==> src/rtl/mc_datapath_pkg.sv <==
// Shared encodings for the multicycle MIPS-subset datapath, its control PLA and the bench.
package mc_datapath_pkg;

    // Internal ALU operation selected from AOP and the funct field
    typedef enum logic [2:0] {
        ALU_ADD = 3'd0,
        ALU_SUB = 3'd1,
        ALU_AND = 3'd2,
        ALU_OR  = 3'd3,
        ALU_SLT = 3'd4
    } alu_ctrl_t;

    // AOP encodings
    localparam logic [1:0] AOP_ADD   = 2'b00;
    localparam logic [1:0] AOP_SUB   = 2'b01;
    localparam logic [1:0] AOP_FUNCT = 2'b10;
    localparam logic [1:0] AOP_ADD2  = 2'b11;

    // ALU B source encodings
    localparam logic [1:0] SRCB_B       = 2'b00;
    localparam logic [1:0] SRCB_FOUR    = 2'b01;
    localparam logic [1:0] SRCB_IMM     = 2'b10;
    localparam logic [1:0] SRCB_IMM_SH2 = 2'b11;

    // Next-PC source encodings
    localparam logic [1:0] PCS_ALU    = 2'b00;
    localparam logic [1:0] PCS_ALUOUT = 2'b01;
    localparam logic [1:0] PCS_JUMP   = 2'b10;
    localparam logic [1:0] PCS_HOLD   = 2'b11;

    // R-type funct codes
    localparam logic [5:0] FN_ADD = 6'h20;
    localparam logic [5:0] FN_SUB = 6'h22;
    localparam logic [5:0] FN_AND = 6'h24;
    localparam logic [5:0] FN_OR  = 6'h25;
    localparam logic [5:0] FN_SLT = 6'h2A;

    // Opcodes
    localparam logic [5:0] OP_RTYPE = 6'h00;
    localparam logic [5:0] OP_LW    = 6'h23;
    localparam logic [5:0] OP_SW    = 6'h2B;
    localparam logic [5:0] OP_BEQ   = 6'h04;
    localparam logic [5:0] OP_J     = 6'h02;

    // Maps the control-word ALU op plus funct field to an ALU operation; unknown funct adds
    function automatic alu_ctrl_t alu_decode(input logic [1:0] aop, input logic [5:0] funct);
        alu_ctrl_t ctrl;
        ctrl = ALU_ADD;
        case (aop)
            AOP_SUB: ctrl = ALU_SUB;
            AOP_FUNCT: begin
                case (funct)
                    FN_SUB:  ctrl = ALU_SUB;
                    FN_AND:  ctrl = ALU_AND;
                    FN_OR:   ctrl = ALU_OR;
                    FN_SLT:  ctrl = ALU_SLT;
                    default: ctrl = ALU_ADD;
                endcase
            end
            default: ctrl = ALU_ADD;
        endcase
        return ctrl;
    endfunction

endpackage

==> src/rtl/mc_datapath_regfile.sv <==
// 32-entry register file, two combinational read ports and one clocked write port.
// R0 is hardwired to zero; reads see the pre-edge contents (no write bypass).
module mc_regfile
    import mc_datapath_pkg::*;
#(
    parameter int DW = 32
) (
    input  logic          clk,
    input  logic          rst_n,
    input  logic          we,
    input  logic [4:0]    waddr,
    input  logic [DW-1:0] wdata,
    input  logic [4:0]    raddr_a,
    input  logic [4:0]    raddr_b,
    output logic [DW-1:0] rdata_a,
    output logic [DW-1:0] rdata_b
);

    logic [DW-1:0] regs [32];

    // Register storage: cleared on reset, written on the clock edge, R0 never written
    always_ff @(posedge clk or negedge rst_n) begin
        if (!rst_n) begin
            for (int i = 0; i < 32; i++) begin
                regs[i] <= '0;
            end
        end else if (we && (waddr != 5'd0)) begin
            regs[waddr] <= wdata;
        end
    end

    assign rdata_a = (raddr_a == 5'd0) ? '0 : regs[raddr_a];
    assign rdata_b = (raddr_b == 5'd0) ? '0 : regs[raddr_b];

endmodule

==> src/rtl/mc_datapath.sv <==
// Multicycle MIPS-subset datapath: PC, IR, MDR, A, B, ALUOut, register file, ALU and
// sign extender, steered each cycle by the control word from the control PLA.
// The jump-target concatenation assumes the nominal 32-bit width.
module mc_datapath
    import mc_datapath_pkg::*;
#(
    parameter int            DW       = 32,
    parameter logic [DW-1:0] RESET_PC = '0
) (
    input  logic          clk,
    input  logic          rst_n,
    input  logic          PCW,
    input  logic          PCWC,
    input  logic          ID,
    input  logic          MR,
    input  logic          MW,
    input  logic          IRW,
    input  logic          M2R,
    input  logic [1:0]    PCS,
    input  logic [1:0]    AOP,
    input  logic          ASRCA,
    input  logic [1:0]    ASRCB,
    input  logic          RW,
    input  logic          RD,
    output logic [5:0]    OP,
    output logic [DW-1:0] mem_addr,
    output logic [DW-1:0] mem_wdata,
    input  logic [DW-1:0] mem_rdata,
    output logic          mem_rd,
    output logic          mem_wr,
    output logic          zero
);

    logic [DW-1:0] pc;
    logic [DW-1:0] ir;
    logic [DW-1:0] mdr;
    logic [DW-1:0] a_reg;
    logic [DW-1:0] b_reg;
    logic [DW-1:0] alu_out;

    logic [DW-1:0] rf_a;
    logic [DW-1:0] rf_b;
    logic [4:0]    rf_waddr;
    logic [DW-1:0] rf_wdata;

    logic [DW-1:0] sext_imm;
    logic [DW-1:0] jump_target;
    logic [DW-1:0] alu_a;
    logic [DW-1:0] alu_b;
    logic [DW-1:0] alu_result;
    alu_ctrl_t     alu_ctrl;
    logic [DW-1:0] pc_next;
    logic          pc_we;

    assign rf_waddr = RD  ? ir[15:11] : ir[20:16];
    assign rf_wdata = M2R ? mdr : alu_out;

    mc_regfile #(.DW(DW)) u_regfile (
        .clk     (clk),
        .rst_n   (rst_n),
        .we      (RW),
        .waddr   (rf_waddr),
        .wdata   (rf_wdata),
        .raddr_a (ir[25:21]),
        .raddr_b (ir[20:16]),
        .rdata_a (rf_a),
        .rdata_b (rf_b)
    );

    assign sext_imm    = {{(DW-16){ir[15]}}, ir[15:0]};
    assign jump_target = {pc[DW-1:DW-4], ir[25:0], 2'b00};
    assign alu_a       = ASRCA ? a_reg : pc;
    assign alu_ctrl    = alu_decode(AOP, ir[5:0]);

    // ALU B operand select
    always_comb begin
        alu_b = b_reg;
        case (ASRCB)
            SRCB_B:       alu_b = b_reg;
            SRCB_FOUR:    alu_b = DW'(4);
            SRCB_IMM:     alu_b = sext_imm;
            SRCB_IMM_SH2: alu_b = {sext_imm[DW-3:0], 2'b00};
            default:      alu_b = b_reg;
        endcase
    end

    // ALU: wrap-around arithmetic, signed set-less-than yields 0 or 1
    always_comb begin
        alu_result = alu_a + alu_b;
        case (alu_ctrl)
            ALU_ADD: alu_result = alu_a + alu_b;
            ALU_SUB: alu_result = alu_a - alu_b;
            ALU_AND: alu_result = alu_a & alu_b;
            ALU_OR:  alu_result = alu_a | alu_b;
            ALU_SLT: alu_result = {{(DW-1){1'b0}}, ($signed(alu_a) < $signed(alu_b))};
            default: alu_result = alu_a + alu_b;
        endcase
    end

    assign zero = (alu_result == '0);

    // Next-PC source select; hold keeps the current PC even when a write is requested
    always_comb begin
        pc_next = pc;
        case (PCS)
            PCS_ALU:    pc_next = alu_result;
            PCS_ALUOUT: pc_next = alu_out;
            PCS_JUMP:   pc_next = jump_target;
            PCS_HOLD:   pc_next = pc;
            default:    pc_next = pc;
        endcase
    end

    assign pc_we = PCW | (PCWC & zero);

    // Architectural state: MDR/A/B/ALUOut load every cycle, IR and PC only when enabled
    always_ff @(posedge clk or negedge rst_n) begin
        if (!rst_n) begin
            pc      <= RESET_PC;
            ir      <= '0;
            mdr     <= '0;
            a_reg   <= '0;
            b_reg   <= '0;
            alu_out <= '0;
        end else begin
            mdr     <= mem_rdata;
            a_reg   <= rf_a;
            b_reg   <= rf_b;
            alu_out <= alu_result;
            if (IRW) begin
                ir <= mem_rdata;
            end
            if (pc_we) begin
                pc <= pc_next;
            end
        end
    end

    assign OP        = ir[31:26];
    assign mem_addr  = ID ? alu_out : pc;
    assign mem_wdata = b_reg;
    assign mem_rd    = MR;
    assign mem_wr    = MW;

endmodule

==> config.mk <==
export PLATFORM = sky130hd
export DESIGN_NAME = mc_datapath
export DESIGN_NICKNAME = d
export VERILOG_FILES = /design/src/rtl/mc_datapath_pkg.sv /design/src/rtl/mc_datapath_regfile.sv /design/src/rtl/mc_datapath.sv
export SDC_FILE = /design/constraint.sdc
export NUM_CORES = 2
export LEC_CHECK = 0
export CORE_ASPECT_RATIO = 0.8
export CORE_MARGIN = 8
export CORE_UTILIZATION = 65
export DETAILED_ROUTE_END_ITERATION = 12
export GPL_ROUTABILITY_DRIVEN = 0
export PLACE_DENSITY = 0.83
export SYNTH_ARGS = -nofsm -noshare
export SYNTH_HDL_FRONTEND = slang
export SYNTH_SLANG_ARGS = --single-unit
export TNS_END_PERCENT = 50
==> constraint.sdc <==
create_clock -name clk -period 16 [get_ports clk]
set_clock_uncertainty 0.1 [all_clocks]
set_input_delay 2.4 -clock clk [delete_from_list [all_inputs] [get_ports clk]]
set_output_delay 2.4 -clock clk [all_outputs]
set_load 0.02 [all_outputs]
# After elaboration in Yosys (flattened, before gate mapping)
# Index checks and enable logic that the tools add are counted.
[totals]
in_bits = 50
regBits = 1216
out_inout_bits = 73
word_cells = 101
[op_classes]
order_cmp = 5
n_reduce_logical = 10
eq_ne = 16
bitwise_logic = 9
add_sub_neg = 2
mux = 20
[ops]
columns = ["operator", "n"]
rows = [
  ["bitwise mux 1024 bit", 1],
  ["binary-select mux 32 bit (select 5 bit)", 2],
  ["two-way mux 32 bit", 10],
  ["one-hot mux 32 bit (4 select lines)", 2],
  ["demux 32 bit (select 5 bit)", 1],
  ["one-hot mux 32 bit (3 select lines)", 1],
  ["adder 32 bit", 1],
  ["AND 32 bit", 1],
  ["zero test 32 bit", 1],
  ["less-than comparator 32 bit", 1],
  ["bitwise OR 32 bit", 1],
  ["subtractor 32 bit", 1],
  ["equality test 6 bit, second input constant", 4],
  ["greater-or-equal comparator 6 bit, second input constant", 3],
  ["NOT 5 -> 6 bit", 3],
  ["one-hot mux 3 bit (4 select lines)", 1],
  ["equality test 2 bit, second input constant", 5],
  ["zero test 5 bit", 2],
  ["equality test 2 x 1 -> 1 bit, second input constant", 3],
  ["equality test 3 x 2 -> 1 bit, second input constant", 2],
  ["less-than comparator 6 x 1 -> 1 bit, second input constant", 1],
  ["one-hot mux 3 bit (2 select lines)", 1],
  ["two-way mux 5 bit", 1],
  ["nonzero test 5 bit", 1],
  ["9 further kinds", 12],
]

# Depth between registers and ports, before layout
[logic_depth]
ltp_word = 9
ltp_mapped = 21

# By module
# Synthesis repeated with hierarchy kept, for this count alone.
[unflattened]
hier_cells = 4942
area_unflattened_um2 = 67748.7
[modules_own_cells]
columns = ["mod", "cells_per_inst", "area_each_um2", "instances"]
rows = [
  ["mc_regfile", 3513, 54075.6, 1],
  ["mc_datapath", 1429, 13673.1, 1],
]

# Least setup slack after synthesis
# No wires, ideal clock.
[synth_path]
path_kind = "input to output"
startpoint = "in ASRCB[1]"
endpoint = "out zero"
required_time_ns = 13.500
path_stages = 18
arrival_time_ns = 6.690
setup_slack_ns = 6.810
n_path_buf = 4
cell_sequence = "clkbuf_1 -> buf_1 -> clkbuf_1 -> nand3_1 -> o21ai_0 -> ha_1 -> or3_1 -> or4_1 -> a2111oi_0 -> a2111oi_1 -> o41ai_1 -> o211ai_1 -> nand3_1 -> nand4b_1 -> nor4b_2 -> nand2_2 -> buf_6 -> inv_2"
[synth_via]
elab_chain_len = 5
elab_cells_between_ends = 12
[synth_rtl]
columns = ["element", "line", "text"]
rows = [
  ["from (decl)", "mc_datapath.sv:22", "input logic [1:0] ASRCB,"],
  ["equality test 2 bit (tied with other cells)", "mc_datapath.sv:78", "case (ASRCB)"],
  ["one-hot mux 32 bit (4 select lines) *", "mc_datapath.sv:78", ""],
  ["adder 32 bit (tied with other cells)", "mc_datapath.sv:91, mc_datapath.sv:96", ""],
  ["one-hot mux 32 bit (4 select lines) *", "mc_datapath.sv:90", "case (alu_ctrl)"],
  ["zero test 32 bit *", "mc_datapath.sv:100", "assign zero = (alu_result == '0);"],
  ["to (decl)", "mc_datapath.sv:31", "output logic zero"],
]
# Mark *: on every way between the ends. The rest lies on a longest branch, timed or not.

# Worst setup path in the final report
# Same ends and word-level chain as after synthesis.

==> impl_metrics.py <==
metrics = {
    "run_status": {
        "status": "completed",
    },
    "cells_and_area": {
        "largest_reg_flops": 1024,
        "layout_commonest_cell": "dfrtp_1",
        "n_fill_cell": 6218,
        "multiInputGateArea_um2": 33500,
        "instances_no_fill": 7077,
        "mostFrequentLayoutCells": "dfrtp_1, nor2_1, a21oi_1, mux4_2, nand2_1",
        "seqCellArea_um2": 30500,
        "area_growth_pct": 9.14,
        "largest_register": "u_regfile.regs",
        "final_nets": 5802,
        "final_layout_size_suffix_gt1_frac": 0.205,
    },
    "yosys": {
        "syn_nets": 6064,
        "synth_area_leaders": "dfrtp_1, mux4_2, a21oi_1, nor2_1, clkbuf_1",
        "synth_warnings": 0,
        "postSynthAreaPerCell_um2": 11.2,
        "ys_types": 89,
        "netlist_area_um2": 66200,
        "postSynth.asyncResetShare": 1.00,
        "synth_ff_type": "dfrtp_1",
        "synth-seq-cells": 1216,
        "synth_top_cell_area_share": 0.459,
        "yosysSeqAreaShare": 0.459,
        "synth_largest_area_cell": "dfrtp_1",
        "synth_edf_count": 0,
        "synthCells": 5911,
    },
    "critical_path": {
        "crit_chain": "clkdlybuf4s50_1, buf_4, and2_1, a21oi_1, o21ai_0, ha_1, or2_1, or4_1, a2111oi_0, a2111oi_1, o41ai_1, o211ai_1, nand3_1, nand4b_1, nor4b_2, nand2_2, inv_2, clkdlybuf4s50_1",
        "rr_endpoint": "pc[18]",
        "start_kind": "primary input",
        "endpoint": "zero",
        "slowest_delay_ns": 0.66,
        "ff2ff_setup_slack_ns": 9.61,
        "cp.arrival_ns": 8.88,
        "cp_common_cell": "clkdlybuf4s50_1",
        "reg2regPathDepth": 17,
        "endpoint_kind": "output pin",
        "critical_path_required_ns": 13.50,
        "timing.critical_path.from": "ASRCB[1]",
        "r2r_start": "ir[15]",
        "slowest_stage": "and2_1",
        "crit_type": "primary input to output pin",
        "cp_max_fo": 33,
    },
    "global_routing": {
        "grt_pass1_wl_um": 329000,
        "grt_overflow": 0,
        "antenna_found_initial": 10,
        "grt.total_usage": 0.382,
        "grt_max_degree": 180,
        "grt_pass1_vias": 54218,
    },
    "sta": {
        "fmax_mhz": 87.9,
        "finalMaxSlewViolations": 0,
        "fin_crit_sh": 0.711,
        "setup_slack_ns": 4.62,
        "slew_headroom": 0.0613,
        "rsz0062_at_grt": "false",
        "finalHoldViolations": 0,
        "tightest_slew_ns": 1.40,
        "tns_ns": 0,
        "setup_violations": 0,
        "fin_crit_ns": 11.38,
    },
    "clock_tree": {
        "cts_tree": "built",
        "cts-buffers-inserted": 112,
        "cts.clk_slew.worst_paths_ns": 0.06,
        "cts_hold_buf": 0,
        "clockBufferDepth": 3,
        "htree_levels": 3,
        "cts-root-buf": "clkbuf_16",
        "post_cts_buffers": 0,
        "clkSinkCount": 1216,
        "clock_latency_ns": 0.77,
        "cts.repair.resized": 0,
    },
    "power": {
        "finalPower_uw": 14600,
        "power.internal_uw": 9010,
        "sw_frac_of_total": 0.382,
        "ir_drop_v": 0.000141,
        "p_leak_uw": 0.0297,
        "pwr-share-seq": 0.400,
        "p_comb_frac": 0.394,
        "clockPowerShare": 0.206,
        "p_sw_uw": 5580,
        "power_density_nw_per_um2": 202,
    },
    "die": {
        "die_w_um": 373,
        "rows": 104,
        "dieArea_um2": 112000,
        "start_util": 0.657,
        "io_pins": 123,
        "die_y_um": 302,
        "core_um2": 101000,
    },
    "placement": {
        "place_ws_ns": 4.87,
        "io_buffers": 118,
        "post-place-cells": 6860,
        "dp_hpwl_um": 125000,
    },
    "detailed_routing": {
        "drtIter0Drc": 8989,
        "vias": 53747,
        "dr.pass1.iters": 11,
        "ant_nets": 0,
        "vias_per_cell": 7.59,
        "drc": 0,
        "avgRoutedWirePerCell_um": 30.7,
        "wirelength_um": 217000,
    },
    "hold_path": {
        "hp-class": "register to register",
    },
    "run": {
        "drv_cap": 0,
    },
}
-- stage by stage --
stage          hold WS, ns  utilization  area, um2
6_report             0.301        0.717      72300
5_1_grt              0.316        0.717      72300
4_1_cts              0.302        0.717      72300
3_5_place_dp         0.286        0.676      68100
3_3_place_gp         0.276        0.676      68100
2_1_floorplan        0.341            -      66200
-- logic make-up (layout without fill, tap and decap cells) --
family          count (synthesis)  after routing  share of synthesized area
compound gates               1482           1482                      0.129
xor+xnor                       11             11                    0.00145
fa+ha+maj                     103            103                     0.0197
buf+inv                       731            564                     0.0427
flops                        1216           1216                      0.459
mux                           849            849                      0.251
other cells                     0              8                          0
simple gates                 1519           1519                     0.0968
-- cell type report --
| cell class | count | area share |
|---|---|---|
| clock buffer | 154 | 0.0446 |
| clock inverter | 55 | 0.0125 |
| tap | 1325 | 0.0229 |
| inverter | 129 | 0.00670 |
| antenna | 8 | 0.000277 |
| timing repair buffer | 226 | 0.0286 |
| multi-input combinational | 3964 | 0.463 |
| sequential | 1216 | 0.421 |
-- worst min-delay path by stage --
stage	from	endpoint	slack, ns	cells after the start
after CTS	u_regfile.regs[1002]	u_regfile.regs[1002]	0.30	0
after global placement	u_regfile.regs[994]	u_regfile.regs[994]	0.28	0
after global routing	u_regfile.regs[1014]	u_regfile.regs[1014]	0.32	0
after detailed placement	u_regfile.regs[1018]	u_regfile.regs[1018]	0.29	0
after floorplan	u_regfile.regs[1000]	u_regfile.regs[1000]	0.34	1
final	u_regfile.regs[998]	u_regfile.regs[998]	0.30	0
-- critical path: cells and delay by family --
family                   cells  cell delay (ns)
AND/OR/NAND/NOR              7             2.36
AO/OA/AOI/OAI                6             2.08
buffers and inverters        4             1.58
adder cells (fa/ha/maj)      1             0.42
-- power groups by stage --
stage	registers (uW)	clock network (uW)	logic, uW
floorplan	5240	0	4120
global placement	5560	0	5250
detailed placement	5720	0	5490
CTS	5730	3010	5590
global route	5930	3130	6100
finish	5830	3010	5740
-- cells in the mapped netlist (all sizes together) (10+ instances only) --
| library cell | number |
|---|---|
| a211oi | 27 |
| a21o | 32 |
| a21oi | 1055 |
| a221oi | 58 |
| a22oi | 16 |
| a31oi | 21 |
| buf | 110 |
| clkbuf | 492 |
| dfrtp | 1216 |
| ha | 101 |
| inv | 129 |
| mux2 | 91 |
| mux2i | 118 |
| mux4 | 640 |
| nand2 | 153 |
| nand2b | 13 |
| nand3 | 29 |
| nand3b | 32 |
| nand4 | 10 |
| nor2 | 1133 |
| nor2b | 17 |
| nor3 | 25 |
| nor3b | 36 |
| nor4 | 17 |
| o211ai | 51 |
| o21ai | 101 |
| o31ai | 21 |
-- layer usage --
layer	GRT usage	wire length [um]	vias up
li1	-	-	21095
met1	0.486	72400	26564
met2	0.558	95300	4861
met3	0.149	33400	1219
met4	0.234	16000	8
met5	0.00171	80	-
No activity file was read; power rests on OpenSTA's default activity.
